--- src/rtl/ocidec1_wb_slave_pkg.sv ---
// Shared definitions for the OCIDEC-1 host bus stage: register map, bit positions,
// revision code and PIO request state encoding.
package ocidec1_wb_slave_pkg;

  localparam logic [3:0] ADR_CTRL = 4'd0;
  localparam logic [3:0] ADR_STAT = 4'd1;
  localparam logic [3:0] ADR_PCTR = 4'd2;

  localparam int unsigned CTRL_RST     = 0;
  localparam int unsigned CTRL_IDEEN   = 1;
  localparam int unsigned CTRL_IORDYEN = 2;
  localparam int unsigned CTRL_IEN     = 3;

  localparam int unsigned STAT_IRQ  = 0;
  localparam int unsigned STAT_BUSY = 7;

  localparam logic [7:0] REVISION = 8'h01;

  typedef enum logic [1:0] {
    ST_IDLE,
    ST_PIO,
    ST_DONE
  } pio_state_e;

endpackage

--- src/rtl/ocidec1_wb_slave_if.sv ---
// Wishbone classic bus bundle between the host and the OCIDEC-1 register stage.
interface ocidec1_wb_slave_if;
  logic        wb_cyc_i;
  logic        wb_stb_i;
  logic [4:0]  wb_adr_i;
  logic [31:0] wb_dat_i;
  logic [31:0] wb_dat_o;
  logic [3:0]  wb_sel_i;
  logic        wb_we_i;
  logic        wb_ack_o;
  logic        wb_err_o;
  logic        wb_inta_o;

  modport slave (
    input  wb_cyc_i, wb_stb_i, wb_adr_i, wb_dat_i, wb_sel_i, wb_we_i,
    output wb_dat_o, wb_ack_o, wb_err_o, wb_inta_o
  );

  modport master (
    output wb_cyc_i, wb_stb_i, wb_adr_i, wb_dat_i, wb_sel_i, wb_we_i,
    input  wb_dat_o, wb_ack_o, wb_err_o, wb_inta_o
  );
endinterface

--- src/rtl/ocidec1_wb_slave.sv ---
// OCIDEC-1 host register stage: CTRL/STAT/PCTR register file plus a single-request
// PIO handshake engine for accesses to the ATA register window.
module ocidec1_wb_slave
  import ocidec1_wb_slave_pkg::*;
#(
  parameter int unsigned TWIDTH         = 8,
  parameter int unsigned PIO_mode0_T1   = 6,
  parameter int unsigned PIO_mode0_T2   = 28,
  parameter int unsigned PIO_mode0_T4   = 2,
  parameter int unsigned PIO_mode0_Teoc = 23
) (
  input  logic              clk,
  input  logic              rst,
  ocidec1_wb_slave_if.slave wb,
  input  logic              irq,
  output logic              IDEctrl_rst,
  output logic              IDEctrl_IDEen,
  output logic              PIO_cmdport_IORDYen,
  output logic [TWIDTH-1:0] PIO_cmdport_T1,
  output logic [TWIDTH-1:0] PIO_cmdport_T2,
  output logic [TWIDTH-1:0] PIO_cmdport_T4,
  output logic [TWIDTH-1:0] PIO_cmdport_Teoc,
  output logic              PIOreq,
  input  logic              PIOack,
  output logic [3:0]        PIOa,
  output logic [15:0]       PIOd,
  input  logic [15:0]       PIOq,
  output logic              PIOwe
);

  if (TWIDTH != 8) begin : g_twidth_check
    $error("ocidec1_wb_slave: TWIDTH must be 8 to match the PCTR byte layout");
  end

  localparam logic [31:0] PCTR_RST = {8'(PIO_mode0_Teoc), 8'(PIO_mode0_T4),
                                      8'(PIO_mode0_T2),   8'(PIO_mode0_T1)};

  pio_state_e  state_q, state_d;
  logic        ctrl_rst_q, ctrl_rst_d, ctrl_ideen_q, ctrl_ideen_d;
  logic        ctrl_iordy_q, ctrl_iordy_d, ctrl_ien_q, ctrl_ien_d;
  logic        stat_irq_q, stat_irq_d, irq_q, inta_q, inta_d;
  logic [31:0] pctr_q, pctr_d, dat_q, dat_d, rdata;
  logic        ack_q, ack_d, err_q, err_d;
  logic        pioreq_q, pioreq_d, piowe_q, piowe_d;
  logic [3:0]  pioa_q, pioa_d;
  logic [15:0] piod_q, piod_d;

  logic       acc, ata, int_acc;
  logic [3:0] reg_adr;

  assign acc     = wb.wb_cyc_i & wb.wb_stb_i;
  assign ata     = wb.wb_adr_i[4];
  assign reg_adr = wb.wb_adr_i[3:0];
  // Internal registers only answer from IDLE; ack_q forces the re-arm gap between acks.
  assign int_acc = acc & ~ata & (state_q == ST_IDLE) & ~ack_q;

  always_comb begin
    rdata = '0;
    case (reg_adr)
      ADR_CTRL: begin
        rdata[CTRL_RST]     = ctrl_rst_q;
        rdata[CTRL_IDEEN]   = ctrl_ideen_q;
        rdata[CTRL_IORDYEN] = ctrl_iordy_q;
        rdata[CTRL_IEN]     = ctrl_ien_q;
      end
      ADR_STAT: begin
        rdata[31:24]     = REVISION;
        rdata[STAT_BUSY] = (state_q != ST_IDLE);
        rdata[STAT_IRQ]  = stat_irq_q;
      end
      ADR_PCTR: rdata = pctr_q;
      default:  rdata = '0;
    endcase
  end

  always_comb begin
    state_d      = state_q;
    ctrl_rst_d   = ctrl_rst_q;
    ctrl_ideen_d = ctrl_ideen_q;
    ctrl_iordy_d = ctrl_iordy_q;
    ctrl_ien_d   = ctrl_ien_q;
    stat_irq_d   = stat_irq_q;
    pctr_d       = pctr_q;
    dat_d        = dat_q;
    ack_d        = 1'b0;
    err_d        = 1'b0;
    pioreq_d     = pioreq_q;
    pioa_d       = pioa_q;
    piod_d       = piod_q;
    piowe_d      = piowe_q;
    inta_d       = stat_irq_q & ctrl_ien_q;

    if (int_acc) begin
      ack_d = 1'b1;
      dat_d = rdata;
      if (wb.wb_we_i) begin
        case (reg_adr)
          ADR_CTRL: if (wb.wb_sel_i[0]) begin
            ctrl_rst_d   = wb.wb_dat_i[CTRL_RST];
            ctrl_ideen_d = wb.wb_dat_i[CTRL_IDEEN];
            ctrl_iordy_d = wb.wb_dat_i[CTRL_IORDYEN];
            ctrl_ien_d   = wb.wb_dat_i[CTRL_IEN];
          end
          ADR_STAT: if (wb.wb_sel_i[0] && wb.wb_dat_i[STAT_IRQ]) stat_irq_d = 1'b0;
          ADR_PCTR: for (int unsigned b = 0; b < 4; b++)
            if (wb.wb_sel_i[b]) pctr_d[8*b +: 8] = wb.wb_dat_i[8*b +: 8];
          default: ;
        endcase
      end
    end

    // Evaluated after the W1C so a coincident new interrupt edge is not lost.
    if (irq && !irq_q) stat_irq_d = 1'b1;

    case (state_q)
      ST_IDLE: begin
        if (acc && ata) begin
          if (wb.wb_sel_i[1:0] == 2'b11) begin
            pioa_d   = reg_adr;
            piod_d   = wb.wb_dat_i[15:0];
            piowe_d  = wb.wb_we_i;
            pioreq_d = 1'b1;
            state_d  = ST_PIO;
          end else if (!err_q) begin
            err_d = 1'b1;
          end
        end
      end
      ST_PIO: begin
        if (PIOack) begin
          pioreq_d = 1'b0;
          if (acc) begin
            ack_d = 1'b1;
            dat_d = {16'h0000, PIOq};
          end
          state_d = ST_DONE;
        end
      end
      ST_DONE: state_d = ST_IDLE;
      default: state_d = ST_IDLE;
    endcase
  end

  always_ff @(posedge clk or posedge rst) begin
    if (rst) begin
      state_q      <= ST_IDLE;
      ctrl_rst_q   <= 1'b1;
      ctrl_ideen_q <= 1'b0;
      ctrl_iordy_q <= 1'b0;
      ctrl_ien_q   <= 1'b0;
      stat_irq_q   <= 1'b0;
      irq_q        <= 1'b0;
      inta_q       <= 1'b0;
      pctr_q       <= PCTR_RST;
      dat_q        <= '0;
      ack_q        <= 1'b0;
      err_q        <= 1'b0;
      pioreq_q     <= 1'b0;
      pioa_q       <= '0;
      piod_q       <= '0;
      piowe_q      <= 1'b0;
    end else begin
      state_q      <= state_d;
      ctrl_rst_q   <= ctrl_rst_d;
      ctrl_ideen_q <= ctrl_ideen_d;
      ctrl_iordy_q <= ctrl_iordy_d;
      ctrl_ien_q   <= ctrl_ien_d;
      stat_irq_q   <= stat_irq_d;
      irq_q        <= irq;
      inta_q       <= inta_d;
      pctr_q       <= pctr_d;
      dat_q        <= dat_d;
      ack_q        <= ack_d;
      err_q        <= err_d;
      pioreq_q     <= pioreq_d;
      pioa_q       <= pioa_d;
      piod_q       <= piod_d;
      piowe_q      <= piowe_d;
    end
  end

  assign wb.wb_dat_o  = dat_q;
  assign wb.wb_ack_o  = ack_q;
  assign wb.wb_err_o  = err_q;
  assign wb.wb_inta_o = inta_q;

  assign IDEctrl_rst         = ctrl_rst_q;
  assign IDEctrl_IDEen       = ctrl_ideen_q;
  assign PIO_cmdport_IORDYen = ctrl_iordy_q;
  assign PIO_cmdport_T1      = pctr_q[0  +: TWIDTH];
  assign PIO_cmdport_T2      = pctr_q[8  +: TWIDTH];
  assign PIO_cmdport_T4      = pctr_q[16 +: TWIDTH];
  assign PIO_cmdport_Teoc    = pctr_q[24 +: TWIDTH];

  assign PIOreq = pioreq_q;
  assign PIOa   = pioa_q;
  assign PIOd   = piod_q;
  assign PIOwe  = piowe_q;

endmodule

--- src/flat_wrapper.sv ---
// flat-port wrapper written by rule: the top's interface ports become plain ports
module ocidec1_wb_slave_flat import ocidec1_wb_slave_pkg::*;
#(
  parameter int unsigned TWIDTH         = 8,
  parameter int unsigned PIO_mode0_T1   = 6,
  parameter int unsigned PIO_mode0_T2   = 28,
  parameter int unsigned PIO_mode0_T4   = 2,
  parameter int unsigned PIO_mode0_Teoc = 23
)
  (clk, rst, irq, IDEctrl_rst, IDEctrl_IDEen, PIO_cmdport_IORDYen, PIO_cmdport_T1, PIO_cmdport_T2, PIO_cmdport_T4, PIO_cmdport_Teoc, PIOreq, PIOack, PIOa, PIOd, PIOq, PIOwe, wb_wb_cyc_i, wb_wb_stb_i, wb_wb_adr_i, wb_wb_dat_i, wb_wb_sel_i, wb_wb_we_i, wb_wb_dat_o, wb_wb_ack_o, wb_wb_err_o, wb_wb_inta_o);
  ocidec1_wb_slave_if wb_i ();
  input  logic clk;
  input  logic rst;
  input  logic irq;
  output logic IDEctrl_rst;
  output logic IDEctrl_IDEen;
  output logic PIO_cmdport_IORDYen;
  output logic [TWIDTH-1:0] PIO_cmdport_T1;
  output logic [TWIDTH-1:0] PIO_cmdport_T2;
  output logic [TWIDTH-1:0] PIO_cmdport_T4;
  output logic [TWIDTH-1:0] PIO_cmdport_Teoc;
  output logic PIOreq;
  input  logic PIOack;
  output logic [3:0] PIOa;
  output logic [15:0] PIOd;
  input  logic [15:0] PIOq;
  output logic PIOwe;
  input wire logic [$bits(wb_i.wb_cyc_i)-1:0] wb_wb_cyc_i;
  input wire logic [$bits(wb_i.wb_stb_i)-1:0] wb_wb_stb_i;
  input wire logic [$bits(wb_i.wb_adr_i)-1:0] wb_wb_adr_i;
  input wire logic [$bits(wb_i.wb_dat_i)-1:0] wb_wb_dat_i;
  input wire logic [$bits(wb_i.wb_sel_i)-1:0] wb_wb_sel_i;
  input wire logic [$bits(wb_i.wb_we_i)-1:0] wb_wb_we_i;
  output wire logic [$bits(wb_i.wb_dat_o)-1:0] wb_wb_dat_o;
  output wire logic [$bits(wb_i.wb_ack_o)-1:0] wb_wb_ack_o;
  output wire logic [$bits(wb_i.wb_err_o)-1:0] wb_wb_err_o;
  output wire logic [$bits(wb_i.wb_inta_o)-1:0] wb_wb_inta_o;
  assign wb_i.wb_cyc_i = wb_wb_cyc_i;
  assign wb_i.wb_stb_i = wb_wb_stb_i;
  assign wb_i.wb_adr_i = wb_wb_adr_i;
  assign wb_i.wb_dat_i = wb_wb_dat_i;
  assign wb_i.wb_sel_i = wb_wb_sel_i;
  assign wb_i.wb_we_i = wb_wb_we_i;
  assign wb_wb_dat_o = wb_i.wb_dat_o;
  assign wb_wb_ack_o = wb_i.wb_ack_o;
  assign wb_wb_err_o = wb_i.wb_err_o;
  assign wb_wb_inta_o = wb_i.wb_inta_o;
  ocidec1_wb_slave #(.TWIDTH(TWIDTH), .PIO_mode0_T1(PIO_mode0_T1), .PIO_mode0_T2(PIO_mode0_T2), .PIO_mode0_T4(PIO_mode0_T4), .PIO_mode0_Teoc(PIO_mode0_Teoc)) u_core (.clk(clk), .rst(rst), .wb(wb_i), .irq(irq), .IDEctrl_rst(IDEctrl_rst), .IDEctrl_IDEen(IDEctrl_IDEen), .PIO_cmdport_IORDYen(PIO_cmdport_IORDYen), .PIO_cmdport_T1(PIO_cmdport_T1), .PIO_cmdport_T2(PIO_cmdport_T2), .PIO_cmdport_T4(PIO_cmdport_T4), .PIO_cmdport_Teoc(PIO_cmdport_Teoc), .PIOreq(PIOreq), .PIOack(PIOack), .PIOa(PIOa), .PIOd(PIOd), .PIOq(PIOq), .PIOwe(PIOwe));
endmodule
--- config.mk ---
export PLATFORM = sky130hd
export DESIGN_NAME = ocidec1_wb_slave_flat
export DESIGN_NICKNAME = d
export VERILOG_FILES = /design/src/rtl/ocidec1_wb_slave_pkg.sv /design/src/rtl/ocidec1_wb_slave_if.sv /design/src/rtl/ocidec1_wb_slave.sv /design/src/flat_wrapper.sv
export SDC_FILE = /design/constraint.sdc
export NUM_CORES = 1
export LEC_CHECK = 0
export CORE_UTILIZATION = 30
export CTS_BUF_LIST = sky130_fd_sc_hd__clkbuf_8
export DETAILED_ROUTE_END_ITERATION = 10
export HOLD_SLACK_MARGIN = 0.1
export PLACE_DENSITY = 0.71
export REMOVE_ABC_BUFFERS = 1
export SYNTH_ARGS = -nofsm -noshare
export SYNTH_HDL_FRONTEND = slang
export SYNTH_SLANG_ARGS = --single-unit
--- constraint.sdc ---
create_clock -name clk -period 4.4 [get_ports clk]
set_input_delay 0.88 -clock clk [delete_from_list [all_inputs] [get_ports clk]]
set_output_delay 0.88 -clock clk [all_outputs]
set_load 0.01 [all_outputs]
==> impl_metrics.toml <==
[floorplanning]
dieHeight_um = 116
die_w_um = 116
num_rows = 41
core_area_mm2 = 0.0126
io_pins = 156
initial_utilization_pct = 30.7
dieArea_mm2 = 0.0134

[timing]
tightestPinTransition_ps = 712
max_freq_mhz = 325
fin_setup_tns_ps = 0
finalCriticalPeriod_ps = 3080
period_share_pct = 70.0
finalMaxSlewViolations = 0
setup_violations = 0
hold_viol = 0
rsz0062_at_grt = "false"
fin_skew_ps = 8.67
slew_headroom_pct = 52.5

[layout]
n_antenna_cell = 0
final_common_cell = "clkdlybuf4s50_1"
final_cell_mix = "clkdlybuf4s50_1, dfrtp_1, mux2_2, nand2_1"
area_delta_synth_final_pct = 52.5
utilization_pct = 46.7
final_nets = 508
fillCellCount = 1204
drive_above_1_share_pct = 20.7

[critical_path]
endpoint = "u_core.IDEctrl_IDEen"
crit_family = "simple AND/OR/NAND/NOR gates"
timing.rr.start = "u_core.state_q[1]"
worst_ep_arrival_time_ps = 3340
worst_path_largest_cell_delay_ps = 780
critical_path_class = "in -> reg"
cp-end-kind = "register"
critPathLaunch = "wb_wb_cyc_i"
worst-path-buf-inv = 1
start_kind = "input pin"
rr_worst_depth = 4
path_cells = "clkdlybuf4s50_1 > nand4bb_1 > or3_1 > or4_1 > mux2_4"
path_depth = 5
rrSetupSlack_ps = 1840
path_max_fanout = 21
worst_ep_required_time_ps = 4660
regToRegEndpoint = "u_core.IDEctrl_IDEen"
cp_slowest_cell = "or4_1"

[clock_network]
postCtsSetupRepairBufs = 0
ctsHoldBuffers = 0
cts_tree = "yes"
clockRootBuffer = "clkbuf_8"
cts_inserted_buffers = 9
cts.sinks = 97
cts.path.max_buffers = 2
cts_resized = 0
htree_num_levels = 3
clk_latency_ps = 370
cts.clk_slew.worst_paths_ps = 90

[global_route]
antenna_found_initial = 0
grt_max_degree = 50
grt_pass1_wl_mm = 15.9
grt.overflow.total = 0
grt_pass1_vias = 2927
grtUsageTotal_pct = 16.3

[logic_synthesis]
ys_seq_area_share_pct = 63.1
ys_seq_elements = 97
synth.distinct_cells = 29
synth_cells = 290
ys_warn_count = 0
synth_area_mm2 = 0.00387
avgSynthCellArea_um2 = 13.3

[place]
gp_congestion = 0.745
io_buffers = 155
dp_hpwl_mm = 7.51

[detailed_routing]
drc = 0
wl_per_cell_um = 16.9
drtIter0Drc = 101
vias = 2943
routed_wirelength_mm = 10.5
viasPerCell = 4.74
dr.pass1.iters = 5
ant_nets = 0

[power_and_ir_drop]
power_density_mw_per_mm2 = 368
p_leak_uw = 0.00255
total_power_uw = 2170
vdd_drop_max_mv = 0.134

[job]
max_cap_violations = 0

[status]
outcome = "finished, final reports clean"

[hold_path]
hold_path_class = "reg -> reg"
[per-layer routing]
layer	wire, um	GRT usage [%]
met2	4850	25.1
met1	4640	20.5
met3	747	5.23
met5	0	0
met4	262	8.14
[cell usage after synthesis (all sizes together)]
library cell  instances  share of area [%]
nand4                 5               0.81
nor2                 16                1.6
a31oi                15                2.4
a32o                 15                3.9
dfrtp                86                 56
and3                  1               0.16
nor4b                 1               0.23
inv                   5               0.49
nand2b                1               0.16
or4                   1               0.19
nand3                13                1.7
o21ai                 4               0.52
mux2i                 4                1.0
nand2                19                1.8
mux2                 57                 17
or3                   5               0.81
nor3                  2               0.26
o211ai                1               0.19
and3b                 1               0.23
buf                   5               0.61
clkbuf               14                1.4
a21oi                 3               0.39
nand4bb               1               0.29
o31ai                 1               0.19
dfstp                11                7.5
and2                  2               0.32
o221a                 1               0.29
[cell type report]
class                           count  area [um2]  share of cell area (%)
Sequential cell                    97        2440                    41.4
Timing Repair Buffer              162        1620                    27.4
Multi-Input combinational cell    169        1350                    22.8
Tap cell                          172         215                    3.65
Clock inverter                      7         135                    2.29
Clock buffer                        9         124                    2.10
Inverter                            5        21.3                   0.361
[registers in the layout (all words and copies together) (netlist names)]
| register | flops |
|---|---|
| u_core.pctr_q | 32 |
| u_core.wb.wb_dat_o | 32 |
| u_core.PIOd | 16 |
| u_core.PIOa | 4 |
| u_core.state_q | 2 |
| u_core.IDEctrl_IDEen | 1 |
| u_core.IDEctrl_rst | 1 |
| u_core.PIO_cmdport_IORDYen | 1 |
| u_core.PIOreq | 1 |
| u_core.PIOwe | 1 |
| u_core.ctrl_ien_q | 1 |
| u_core.irq_q | 1 |
| u_core.stat_irq_q | 1 |
| u_core.wb.wb_ack_o | 1 |
| u_core.wb.wb_err_o | 1 |
| u_core.wb.wb_inta_o | 1 |
[worst reg2reg max path: cells and delay by family (launching register included)]
| family | cells | cell delay, ps |
|---|---|---|
| flops | 1 | 410 |
| mux | 1 | 350 |
| simple gates | 3 | 1690 |
[worst min-delay path by stage]
stage	startpoint	to	slack [ps]	cells past startpoint
2_1_floorplan	u_core.irq_q	u_core.stat_irq_q	400	1
3_3_place_gp	u_core.irq_q	u_core.stat_irq_q	400	1
3_5_place_dp	u_core.irq_q	u_core.stat_irq_q	420	1
4_1_cts	u_core.irq_q	u_core.stat_irq_q	440	1
5_1_grt	u_core.irq_q	u_core.stat_irq_q	450	1
6_report	u_core.irq_q	u_core.stat_irq_q	430	1
[power breakdown]
group | total (uW) | switching, uW | leakage [uW] | internal, uW
combinational | 403 | 151 | 0.00116 | 251
clock | 740 | 309 | 0.000132 | 431
sequential | 1030 | 47.9 | 0.00126 | 978
[cells by family after synthesis]
group                  share of synthesized area [%]
AO/OA/AOI/OAI                                   7.89
multiplexers                                    18.0
AND/OR/NAND/NOR                                 8.54
buffers and inverters                           2.46
flip-flops                                      63.1
[metrics by stage]
step / setup WS, ps / instance area, um2 / instances / hold slack (ps)
finish: 1320 / 5900 / 621 / 432
global route: 1230 / 5900 / 621 / 449
CTS: 1310 / 5900 / 621 / 436
detailed placement: 895 / 5640 / 605 / 419
global placement: 932 / 5640 / 605 / 405
floorplan: 499 / 3790 / 271 / 400
No activity file was read; power rests on OpenSTA's default activity.
